<file path="src/rtl/risc_pipe_ctrl_pkg.sv">
// Shared constants for the RISC pipeline control block: forwarding selects and stage indices.
package risc_pipe_ctrl_pkg;

  localparam logic [1:0] FWD_REG = 2'd0;
  localparam logic [1:0] FWD_EX  = 2'd1;
  localparam logic [1:0] FWD_WB  = 2'd2;

  localparam int unsigned STG_IF  = 0;
  localparam int unsigned STG_DOF = 1;
  localparam int unsigned STG_EX  = 2;

endpackage

</file>
<file path="src/rtl/risc_pipe_ctrl_fwd.sv">
// Operand forwarding compare for one DOF source: EX result wins over WB, r0 never forwards.
module risc_pipe_ctrl_fwd
  import risc_pipe_ctrl_pkg::*;
#(
  parameter int unsigned ADDR_W = 5
) (
  input  logic [ADDR_W-1:0] src,
  input  logic              src_used,
  input  logic [ADDR_W-1:0] ex_dr,
  input  logic              ex_rw,
  input  logic              ex_valid,
  input  logic [ADDR_W-1:0] wb_dr,
  input  logic              wb_rw,
  input  logic              wb_valid,
  output logic              ex_match,
  output logic [1:0]        sel
);

  logic src_live;
  logic wb_match;

  assign src_live = src_used & (|src);
  assign ex_match = src_live & ex_rw & ex_valid & (ex_dr == src);
  assign wb_match = src_live & wb_rw & wb_valid & (wb_dr == src);

  always_comb begin
    sel = FWD_REG;
    if (ex_match) begin
      sel = FWD_EX;
    end else if (wb_match) begin
      sel = FWD_WB;
    end
  end

endmodule

</file>
<file path="src/rtl/risc_pipe_ctrl.sv">
// Pipeline control for the IF/DOF/EX/WB datapath: valid/halt tracking, forwarding, load-use
// stall, branch flush with shadow, reset warm-up, sticky halt and performance counters.
module risc_pipe_ctrl
  import risc_pipe_ctrl_pkg::*;
#(
  parameter int unsigned ADDR_W  = 5,
  parameter int unsigned STAGES  = 4,
  parameter int unsigned WARMUP  = 2,
  parameter int unsigned MEM_LAT = 0,
  parameter int unsigned SHADOW  = 1
) (
  input  logic              clk,
  input  logic              rst_n,
  input  logic [ADDR_W-1:0] id_sa,
  input  logic [ADDR_W-1:0] id_sb,
  input  logic              id_use_a,
  input  logic              id_use_b,
  input  logic [ADDR_W-1:0] ex_dr,
  input  logic              ex_rw,
  input  logic              ex_is_load,
  input  logic [ADDR_W-1:0] wb_dr,
  input  logic              wb_rw,
  input  logic              ex_br_taken,
  input  logic              if_halt,
  output logic              pc_load,
  output logic [STAGES-1:0] stage_valid,
  output logic              flush_if,
  output logic              flush_id,
  output logic [1:0]        fwd_a_sel,
  output logic [1:0]        fwd_b_sel,
  output logic              halt,
  output logic [31:0]       retire_cnt,
  output logic [15:0]       stall_cnt
);

  localparam int unsigned WarmW = $clog2(WARMUP + 1);

  logic [WarmW-1:0]  warm_q;
  logic [STAGES-1:0] valid_q, valid_d;
  logic [STAGES-1:0] hmark_q, hmark_d;
  logic [1:0]        shadow_q;
  logic              halt_q;
  logic [31:0]       retire_q;
  logic [15:0]       stall_q;

  logic warm_done;
  logic fetch_ok;
  logic a_ex_match;
  logic b_ex_match;
  logic stall;
  logic retire;

  risc_pipe_ctrl_fwd #(
    .ADDR_W(ADDR_W)
  ) u_fwd_a (
    .src     (id_sa),
    .src_used(id_use_a),
    .ex_dr   (ex_dr),
    .ex_rw   (ex_rw),
    .ex_valid(valid_q[STG_EX]),
    .wb_dr   (wb_dr),
    .wb_rw   (wb_rw),
    .wb_valid(valid_q[STAGES-1]),
    .ex_match(a_ex_match),
    .sel     (fwd_a_sel)
  );

  risc_pipe_ctrl_fwd #(
    .ADDR_W(ADDR_W)
  ) u_fwd_b (
    .src     (id_sb),
    .src_used(id_use_b),
    .ex_dr   (ex_dr),
    .ex_rw   (ex_rw),
    .ex_valid(valid_q[STG_EX]),
    .wb_dr   (wb_dr),
    .wb_rw   (wb_rw),
    .wb_valid(valid_q[STAGES-1]),
    .ex_match(b_ex_match),
    .sel     (fwd_b_sel)
  );

  assign warm_done = (warm_q == WarmW'(WARMUP));
  assign fetch_ok  = warm_done & ~halt_q;

  // A taken branch discards the dependent instruction, so the flush overrides the stall.
  assign stall = (MEM_LAT != 0) & ex_is_load & (a_ex_match | b_ex_match) & ~ex_br_taken & ~halt_q;

  assign pc_load  = fetch_ok & ~stall;
  assign flush_if = ex_br_taken | (shadow_q != 2'd0);
  assign flush_id = ex_br_taken;
  assign retire   = valid_q[STAGES-1] & ~hmark_q[STAGES-1] & ~halt_q;

  always_comb begin
    valid_d = valid_q;
    hmark_d = hmark_q;
    if (!halt_q) begin
      for (int k = STG_EX + 1; k < STAGES; k++) begin
        valid_d[k] = valid_q[k-1];
        hmark_d[k] = hmark_q[k-1];
      end
      // EX receives a bubble while IF/DOF hold during a stall.
      valid_d[STG_EX] = valid_q[STG_DOF] & ~flush_id & ~stall;
      hmark_d[STG_EX] = hmark_q[STG_DOF] & ~flush_id & ~stall;
      if (!stall) begin
        valid_d[STG_DOF] = valid_q[STG_IF] & ~flush_id;
        hmark_d[STG_DOF] = hmark_q[STG_IF] & ~flush_id;
        valid_d[STG_IF]  = fetch_ok & ~flush_if;
        hmark_d[STG_IF]  = fetch_ok & ~flush_if & if_halt;
      end
    end
  end

  always_ff @(posedge clk or negedge rst_n) begin
    if (!rst_n) begin
      warm_q   <= '0;
      valid_q  <= '0;
      hmark_q  <= '0;
      shadow_q <= 2'd0;
      halt_q   <= 1'b0;
      retire_q <= '0;
      stall_q  <= '0;
    end else begin
      if (!warm_done) begin
        warm_q <= warm_q + WarmW'(1);
      end
      valid_q <= valid_d;
      hmark_q <= hmark_d;
      halt_q  <= halt_q | (&hmark_d);
      if (ex_br_taken) begin
        shadow_q <= 2'(SHADOW);
      end else if (shadow_q != 2'd0) begin
        shadow_q <= shadow_q - 2'd1;
      end
      if (retire && (retire_q != '1)) begin
        retire_q <= retire_q + 32'd1;
      end
      if (stall && (stall_q != '1)) begin
        stall_q <= stall_q + 16'd1;
      end
    end
  end

  assign stage_valid = valid_q;
  assign halt        = halt_q;
  assign retire_cnt  = retire_q;
  assign stall_cnt   = stall_q;

endmodule

</file>
<file path="config.mk">
export PLATFORM = sky130hd
export DESIGN_NAME = risc_pipe_ctrl
export DESIGN_NICKNAME = d
export VERILOG_FILES = /design/src/rtl/risc_pipe_ctrl_pkg.sv /design/src/rtl/risc_pipe_ctrl_fwd.sv /design/src/rtl/risc_pipe_ctrl.sv
export SDC_FILE = /design/constraint.sdc
export NUM_CORES = 1
export LEC_CHECK = 0
export ABC_AREA = 1
export BUFFER_PORTS_ARGS = -buffer_cell sky130_fd_sc_hd__buf_2
export CORE_ASPECT_RATIO = 1.25
export CORE_MARGIN = 2
export CORE_UTILIZATION = 58
export DETAILED_ROUTE_END_ITERATION = 6
export PLACE_DENSITY = 0.95
export SYNTH_ARGS = -nofsm -noshare
export SYNTH_HDL_FRONTEND = slang
export SYNTH_HIERARCHICAL = 1
export SYNTH_SLANG_ARGS = --single-unit
</file>
<file path="constraint.sdc">
create_clock -name clk -period 3.7 [get_ports clk]
set_input_delay 0.185 -clock clk [delete_from_list [all_inputs] [get_ports clk]]
set_output_delay 0.185 -clock clk [all_outputs]
set_load 0.03 [all_outputs]
</file>
==> flow_metrics.tcl, run 1 <==
set metrics [dict create \
    pwr-share-clk_pct 31.8 \
    syn2layout_area_growth_pct 12.1 \
    synthDistinctLibCells 29 \
    cap_violations 0 \
    grt-ovfl-total 0 \
    power.internal_uw 667 \
    first_iter_violations 162 \
    synth-seq-cells 45 \
    min_path_type "in -> async" \
    yosysTopAreaCellShare_pct 33.5 \
    cp_max_fo 22 \
    synth_edf_count 0 \
    drt-pass1-iter-count 4 \
    hpwl_um 6010 \
    coreArea_um2 5700 \
    p_comb_share_pct 13.6 \
    dieArea_um2 6420 \
    start_util_pct 58.9 \
    cts_htree_levels 2 \
    worst_pin_slew_ps 978 \
    grt_pass1_wl_um 12800 \
    avgSynthCellArea_um2 6.36 \
    tns_ps 0 \
    io_buffers 71 \
    critPathRequiredTime_ps 3940 \
    drc_errors 0 \
    yosysMostFrequentCell "nand2_1" \
    status "finished, final reports clean" \
    clock_path_buffers 2 \
    wl_um 7590 \
    cts_tree "built" \
    clock_skew_ps 9.09 \
    postCtsHoldBufs 0 \
    cts-root-buf "clkbuf_8" \
    numCtsBuffers 5 \
    clock_insertion_delay_worst_skew_ps 300 \
    finalPower_uw 921 \
    via_count 3353 \
    antenna_found_initial 0 \
    final_nets 630 \
    p_leak_nw 2.16 \
    hold_viol 0 \
    globalRouteTotalUtil_pct 24.7 \
    critPathArrivalTime_ps 2270 \
    crit_type "reg -> reg" \
    cts.sinks 45 \
    postRouteAntennaNets 0 \
    post-cts-setup-buffers 0 \
    wl_per_cell_um 11.4 \
    relSlewSlack_pct 34.8 \
    min_period_ps 2030 \
    peakVddDrop_mv 0.178 \
    switching_power_uw 254 \
    yosysTopAreaCell "dfrtp_1" \
    clk_pin_slew_worst_paths_ps 90 \
    grt_pass1_vias 3113 \
    power_density_nw_per_um2 245 \
    fp.dieH_um 89.1 \
    end_kind "flop" \
    synth_warnings 6 \
    grt_max_degree 46 \
    fin_crit_sh_pct 54.9 \
    rsz0062_at_grt "false" \
    syn_area_um2 3360 \
    synth_seq_area_share_pct 33.5 \
    synthFlopType "dfrtp_1" \
    seqPwrFrac_pct 54.6 \
    drive_gt1_share_pct 17.7 \
    slew_violations 0 \
    synthCells 528 \
    antenna_cells 0 \
    die_w_um 72.1 \
    io_pins 89 \
    cp-start-kind "flop" \
    max_freq_ghz 0.492 \
    sw_frac_of_total_pct 27.6 \
    whs_ps 37.6 \
    synth.area.top_cells "dfrtp_1, nand2_1, nor2_1" \
    synth_common_cells "nand2_1, nor2_1, inv_1, dfrtp_1, nand3_1" \
    rows 31 \
    async_flop_share_pct 100 \
    avgViaCountPerCell 5.04 \
    routabilityCongestion 0.983 \
    setup_viol 0 \
    cts_resized 0 \
]
==> placed cells by master (no fill, tap or decap), drive strengths merged, types with 7 or more instances in the layout <==
master  count
buf        72
conb       16
dfrtp      45
inv        73
nand2     222
nand3      30
nor2       79
o21ai       9
xnor2       7
xor2       11
==> per-layer routing <==
| metal | vias to the layer above | global-route usage (%) | share of wire, % |
|---|---|---|---|
| met1 | 1506 | 28.4 | 40 |
| met2 | 117 | 45.1 | 51 |
| li1 | 1709 | - | - |
| met5 | - | 0 | 0 |
| met3 | 21 | 3.83 | 5.8 |
| met4 | 0 | 10.8 | 2.9 |
==> worst paths after layout <==
check	from	endpoint	slack (ps)	depth (start not counted)
max in group asynchronous	rst_n	hmark_q[1]	3040	1
setup reg to reg	retire_cnt[0]	retire_cnt[18]	1670	9
min in group clk	ex_br_taken	shadow_q[1]	140	2
hold / removal	rst_n	retire_cnt[16]	40	1
hold reg to reg	warm_q[0]	warm_q[0]	490	1
setup / recovery	retire_cnt[0]	retire_cnt[18]	1670	9
==> power by group through the flow <==
| stage | Clock, mW | Sequential [mW] | Combinational (mW) |
|---|---|---|---|
| floorplan | 0 | 0.512 | 0.0942 |
| global placement | 0 | 0.512 | 0.119 |
| detailed placement | 0 | 0.513 | 0.126 |
| CTS | 0.303 | 0.503 | 0.126 |
| global route | 0.321 | 0.504 | 0.143 |
| finish | 0.293 | 0.503 | 0.125 |
==> logic make-up after synthesis <==
kind of cell	share of synthesized area [%]
AND/OR/NAND/NOR	44.1
XOR/XNOR	4.69
other	0.112
adder cells (fa/ha/maj)	1.12
AO/OA/AOI/OAI	2.91
buffers and inverters	13.5
flip-flops	33.5
==> cell type report <==
class	count	area, µm²
Fill cell	520	1940
Multi-Input combinational cell	401	1830
Sequential cell	45	1130
Timing Repair Buffer	72	363
Inverter	73	274
Tap cell	66	82.6
Clock buffer	5	68.8
Clock inverter	3	17.5
==> stage by stage <==
stage / utilization (%) / std cells / worst slack [ps] / instance area (µm²)
detailed placement: 64.5 / 657 / 1670 / 3680
finish: 66.1 / 665 / 1670 / 3770
CTS: 66.1 / 665 / 1650 / 3770
global placement: 64.5 / 657 / 1770 / 3680
global route: 66.1 / 665 / 1470 / 3770
floorplan: - / 543 / 1800 / 3410
==> critical path, cell delays in order, from the launching register on <==
cell and delay, ps:
dfrtp_1 450, ha_1 360, inv_2 90, nor2_4 130, nand2_2 120, nor2_8 180, nand3_4 190, nand2_4 270
nand2_1 100, nand2_1 70
==> state kept, by name, indices dropped and copies added (netlist names) <==
name	count
hmark_q	4
shadow_q	2
warm_q	2
stage_valid	4
halt	1
retire_cnt	32
Note: power is estimated with default switching activity, not from simulation.
==> run 2: changes to the inputs <==
CORE_UTILIZATION = 54   (was 58)
PLACE_DENSITY = 0.92   (was 0.95)
clock period = 2.1 ns   (was 3.7 ns; I/O delays follow)
==> run 2 against run 1 <==
Maximum frequency up 5.0%; non-clock buffer count up 8; sequential share of layout area down 0.88 points; wire length up 6.9%; clock skew down 0.53 ps; setup slack worse by 1500 ps; first-iteration DRC count down 9.3%; highest routed layer unchanged; clock power up 99%; critical path type unchanged; critical endpoint is now retire_cnt[7]; register-to-register slack worse by 1500 ps.
==> flow_metrics.tcl, run 2 (same netlist as run 1, synthesis figures left out) <==
set metrics [dict create \
    syn2layout_area_growth_pct 15.5 \
    max_freq_ghz 0.517 \
    cts-root-buf "clkbuf_8" \
    min_from "ex_br_taken" \
    clk_pin_slew_worst_paths_ps 80 \
    numCtsBuffers 5 \
    cts.sinks 45 \
    globalRouteTotalUtil_pct 24.7 \
    cap_violations 0 \
    hold_path_depth 2 \
    worst_pin_slew_ps 630 \
    drc_errors 0 \
    crit_chain "ha_1, inv_2, nor2_4, nand2_2, nor2_8, a21oi_1, buf_12, nand2_1, nand2_1" \
    worst_r2r_endpoint "retire_cnt[7]" \
    dieArea_um2 6870 \
    crit_path_top_delay_cell "a21oi_1" \
    grt-ovfl-total 0 \
    slew_violations 0 \
    cpPeakStageDelay_ps 520 \
    finalPower_mw 1.69 \
    final_cell_mix "nand2_1, buf_2, nor2_1" \
    fp.dieH_um 92.2 \
    top_layer_used "met4" \
    r2r_start "retire_cnt[1]" \
    routabilityCongestion 0.934 \
    min_to "shadow_q[1]" \
    wl_per_cell_um 11.7 \
    fill_cells 565 \
    cp_max_fo 17 \
    drt-pass1-iter-count 4 \
    relSlewSlack_pct 58.0 \
    wl_met3_um 423 \
    routed-wl-met2_um 4170 \
    whs_ps 44.5 \
    antenna_found_initial 0 \
    p_leak_nw 2.21 \
    io_buffers 71 \
    die_w_um 74.5 \
    final_nets 638 \
    hpwl_um 6450 \
    grt_pass1_vias 3247 \
    largest_reg_flops 32 \
    tns_ps 0 \
    end_kind "flop" \
    start_util_pct 55.2 \
    m1WireLength_um 3420 \
    status "finished, final reports clean" \
    clock_path_buffers 2 \
    power_density_nw_per_um2 436 \
    avgViaCountPerCell 4.88 \
    grt_max_degree 27 \
    critPathArrivalTime_ps 2170 \
    min_path_type "in -> reg" \
    critPathRequiredTime_ps 2330 \
    cp-start-kind "flop" \
    cts_resized 0 \
    cts_htree_levels 2 \
    clock_insertion_delay_worst_skew_ps 300 \
    first_iter_violations 147 \
    wl_um 8120 \
    antenna_cells 0 \
    clock_skew_ps 8.56 \
    min_period_ps 1940 \
    postRouteAntennaNets 0 \
    cts_tree "built" \
    hold_viol 0 \
    rsz0062_at_grt "false" \
    crit_type "reg -> reg" \
    via_count 3380 \
    setup_viol 0 \
    final_common_cell "nand2_1" \
    io_pins 89 \
    reg2reg_depth 9 \
    drive_gt1_share_pct 18.6 \
    peakVddDrop_mv 0.273 \
    regToRegSetupSlack_ps 160 \
    rows 32 \
    grt_pass1_wl_um 13600 \
    coreArea_um2 6090 \
    crit_path_frequent_cell "nand2_1" \
    fin_crit_sh_pct 92.1 \
]
==> run 2: how the worst max path moves through the flow <==
stage                       start              to  slack (ps)  cells past startpoint
floorplan           retire_cnt[0]  retire_cnt[28]         200                      9
global placement    retire_cnt[1]  retire_cnt[11]         260                      9
detailed placement  retire_cnt[1]   retire_cnt[7]         200                      9
CTS                 retire_cnt[1]   retire_cnt[7]         150                      9
global route        retire_cnt[1]   retire_cnt[1]          30                      9
finish              retire_cnt[1]   retire_cnt[7]         160                      9
==> run 2: metal layers <==
metal  track usage (%)  vias up
met5                 0        -
met4              5.95        0
met3              3.74       10
met2              45.7      100
met1              28.9     1542
li1                  -     1728
==> run 2: through the flow <==
stage	cells	worst slack (ps)	area [µm²]	utilization, %
2_1_floorplan	543	204	3410	-
3_3_place_gp	683	260	3770	61.9
3_5_place_dp	683	202	3770	61.9
4_1_cts	692	148	3880	63.8
5_1_grt	692	26.5	3880	63.8
6_report	692	165	3880	63.8
==> run 2: what timing repair did <==
action                    CTS  global route
hold endpoints to repair   19             0
hold buffers                1             0
buffers inserted            0             0
==> run 2: cell type report <==
cell class / instances / area, µm² / share of cell area [%]
clock inverter: 1 / 5.00 / 0.129
multi-input combinational: 401 / 1830 / 47.3
clock buffer: 7 / 96.3 / 2.48
tap: 85 / 106 / 2.74
sequential: 45 / 1130 / 29.0
inverter: 73 / 274 / 7.06
timing repair buffer: 80 / 438 / 11.3
==> run 2: power by group <==
part           total (mW)  switching, mW  internal, mW
Sequential          0.886        0.00735         0.879
Combinational       0.222          0.153        0.0683
Clock               0.584          0.286         0.298
Total                1.69          0.447          1.24
==> run 2: worst max-delay path, delay by kind of cell, from the launching register on <==
kind | cells | cell delay (ps)
adder cells (fa/ha/maj) | 1 | 220
AO/OA/AOI/OAI | 1 | 520
buffers and inverters | 2 | 310
AND/OR/NAND/NOR | 5 | 380
flip-flops | 1 | 430
==> run 3: changes to the inputs <==
ABC_AREA = unset   (was 1)
CORE_UTILIZATION = 50   (was 54)
PLACE_DENSITY = 0.9   (was 0.92)
==> run 3 against run 2 <==
Sequential cell count unchanged; non-clock buffer count rose by 12; clock skew decreased by 3.3 ps; highest routed layer unchanged.
==> flow_metrics.tcl, run 3 <==
set metrics [dict create \
    status "finished, final reports clean" \
    io_buffers 71 \
    yosysTopAreaCell "dfrtp_1" \
    end_kind "flop" \
    fp.dieH_um 84.0 \
    synth_common_cells "dfrtp_1, xnor2_1, nand4_1, nor2_1, buf_4" \
    die_w_um 68.0 \
    peakVddDrop_mv 0.647 \
    synth_edf_count 0 \
    power_density_nw_per_um2 690 \
    coreArea_um2 5010 \
    min_path_type "in -> reg" \
    cts_tree "built" \
    cp_max_fo 5 \
    cp-start-kind "flop" \
    cts-root-buf "clkbuf_8" \
    critPathRequiredTime_ps 2290 \
    switching_power_uw 648 \
    wl_um 5780 \
    hold_viol 0 \
    synth_mux_area_share_pct 2.15 \
    final_cell_mix "buf_2, dfrtp_1, xnor2_1" \
    utilization_pct 64.5 \
    synth.area.top_cells "dfrtp_1, xnor2_1, buf_4" \
    synth_seq_area_share_pct 44.0 \
    rows 29 \
    grt_pass1_wl_um 9330 \
    avgViaCountPerCell 5.32 \
    sw_frac_of_total_pct 29.1 \
    avgSynthCellArea_um2 10.3 \
    via_count 2149 \
    synth-seq-cells 45 \
    drive_gt1_share_pct 35.7 \
    clock_insertion_delay_worst_skew_ps 300 \
    critPathArrivalTime_ps 2230 \
    synthDistinctLibCells 41 \
    max_freq_ghz 0.491 \
    yosysTopAreaCellShare_pct 44.0 \
    grt-ovfl-total 0 \
    post-cts-setup-buffers 0 \
    first_iter_violations 85 \
    grt_max_degree 25 \
    syn2layout_area_growth_pct 26.3 \
    antenna_cells 0 \
    drc_errors 0 \
    synthCells 248 \
    drt-pass1-iter-count 5 \
    wl_per_cell_um 14.3 \
    antenna_found_initial 0 \
    multiInputGateArea_um2 1330 \
    clock_skew_ps 5.26 \
    fill_cells 401 \
    yosysMostFrequentCell "dfrtp_1" \
    relSlewSlack_pct 64.4 \
    synthFlopType "dfrtp_1" \
    globalRouteTotalUtil_pct 21.1 \
    clock_path_buffers 2 \
    seq_area_um2 1130 \
    p_comb_share_pct 21.7 \
    worst_pin_slew_ps 534 \
    async_flop_share_pct 100 \
    slew_violations 0 \
    cts_htree_levels 2 \
    start_util_pct 51.1 \
    routabilityCongestion 0.808 \
    p_leak_nw 1.61 \
    fin_crit_sh_pct 96.9 \
    synthXorXnorAreaFrac_pct 17.1 \
    synth_compound_area_share_pct 4.84 \
    cts.sinks 45 \
    pwr-share-clk_pct 34.6 \
    synth_top_family_by_area "simple AND/OR/NAND/NOR gates" \
    syn_area_um2 2560 \
    setup_viol 0 \
    synth_fa_ha_area_share_pct 1.47 \
    final_common_cell "buf_2" \
    synth-simple-area-share_pct 23.2 \
    largest_reg_flops 32 \
    crit_type "reg -> reg" \
    seqPwrFrac_pct 43.7 \
    power.internal_mw 1.58 \
    finalPower_mw 2.23 \
    cap_violations 0 \
    final_nets 373 \
    postRouteAntennaNets 0 \
    dieArea_um2 5710 \
    numCtsBuffers 5 \
    hpwl_um 4500 \
    io_pins 89 \
    clk_pin_slew_worst_paths_ps 80 \
    grt_pass1_vias 2072 \
    synth_warnings 6 \
    min_period_ps 2040 \
]
## run 3: changes by cell type in the layout (fill, tap and decap cells not counted), moves of 5 or more
cell / delta
nand3b_1: -6
nor2_1: -47
nand3_1: -19
inv_2: -9
nand4_1: +16
buf_4: +12
nand2_1: -205
nor2_2: -6
inv_1: -56
xor2_1: +5
xnor2_1: +27
## run 3: timing repair
| action | 4_1_cts | 5_1_grt |
|---|---|---|
| gates resized for setup | 0 | 4 |
| hold buffers | 1 | 0 |
| hold endpoints to repair | 21 | 0 |
| setup endpoints to repair | 0 | 6 |
## run 3: metal layers
metal	global-route usage, %	up-vias	wire, µm
met4	6.18	0	115
met3	5.94	16	397
met2	36.5	80	3060
met5	0	-	0
li1	-	1020	-
met1	24.7	1033	2210
## run 3: power groups by stage
stage / clock, mW / combinational (mW) / sequential, mW
3_5_place_dp: 0 / 0.489 / 0.991
6_report: 0.771 / 0.484 / 0.974
3_3_place_gp: 0 / 0.469 / 0.985
2_1_floorplan: 0 / 0.249 / 1.07
5_1_grt: 0.823 / 0.533 / 0.980
4_1_cts: 0.778 / 0.491 / 0.974
## run 3: through the flow
step | hold slack, ps | cell area [µm²] | setup WS [ps] | std cells | TNS [ps]
3_5_place_dp | 120 | 3060 | 53.6 | 395 | 0
5_1_grt | 17.0 | 3230 | -13.9 | 404 | -29.9
6_report | 15.1 | 3230 | 64.1 | 404 | 0
3_3_place_gp | 109 | 3060 | 119 | 395 | 0
2_1_floorplan | -191 | 2620 | 3.23 | 263 | 0
4_1_cts | 21.9 | 3210 | 42.5 | 404 | 0
## run 3: worst max-delay path, stage by stage, from the launching register on
cell     delay, ps
dfrtp_2        400
ha_1           220
nand4_1        140
or4_4          550
o31ai_2        230
buf_4          190
nor2_1          60
xor2_1         130
## run 3: final timing paths
check / from / endpoint / slack, ps / cells past startpoint
min in group asynchronous: rst_n / hmark_q[1] / 310 / 2
worst max-delay path: retire_cnt[1] / retire_cnt[21] / 60 / 7
worst min register to register: warm_q[0] / warm_q[0] / 490 / 1
worst min-delay path: ex_br_taken / shadow_q[1] / 20 / 2
max in group asynchronous: rst_n / retire_cnt[14] / 1280 / 3
worst max register to register: retire_cnt[1] / retire_cnt[21] / 60 / 7
## run 3: logic make-up after synthesis
logic type               Yosys count
AO/OA/AOI/OAI                     15
XOR/XNOR                          50
adder cells (fa/ha/maj)            3
buffers and inverters             29
flip-flops                        45
multiplexers                       5
other                              1
AND/OR/NAND/NOR                  100
## run 3: cell type report
| type | instances | share of cell area [%] |
|---|---|---|
| Timing Repair Buffer | 92 | 16.3 |
| Sequential cell | 45 | 35.0 |
| Clock inverter | 3 | 2.01 |
| Tap cell | 62 | 2.40 |
| Clock buffer | 5 | 2.13 |
| Inverter | 8 | 0.930 |
| Multi-Input combinational cell | 189 | 41.2 |
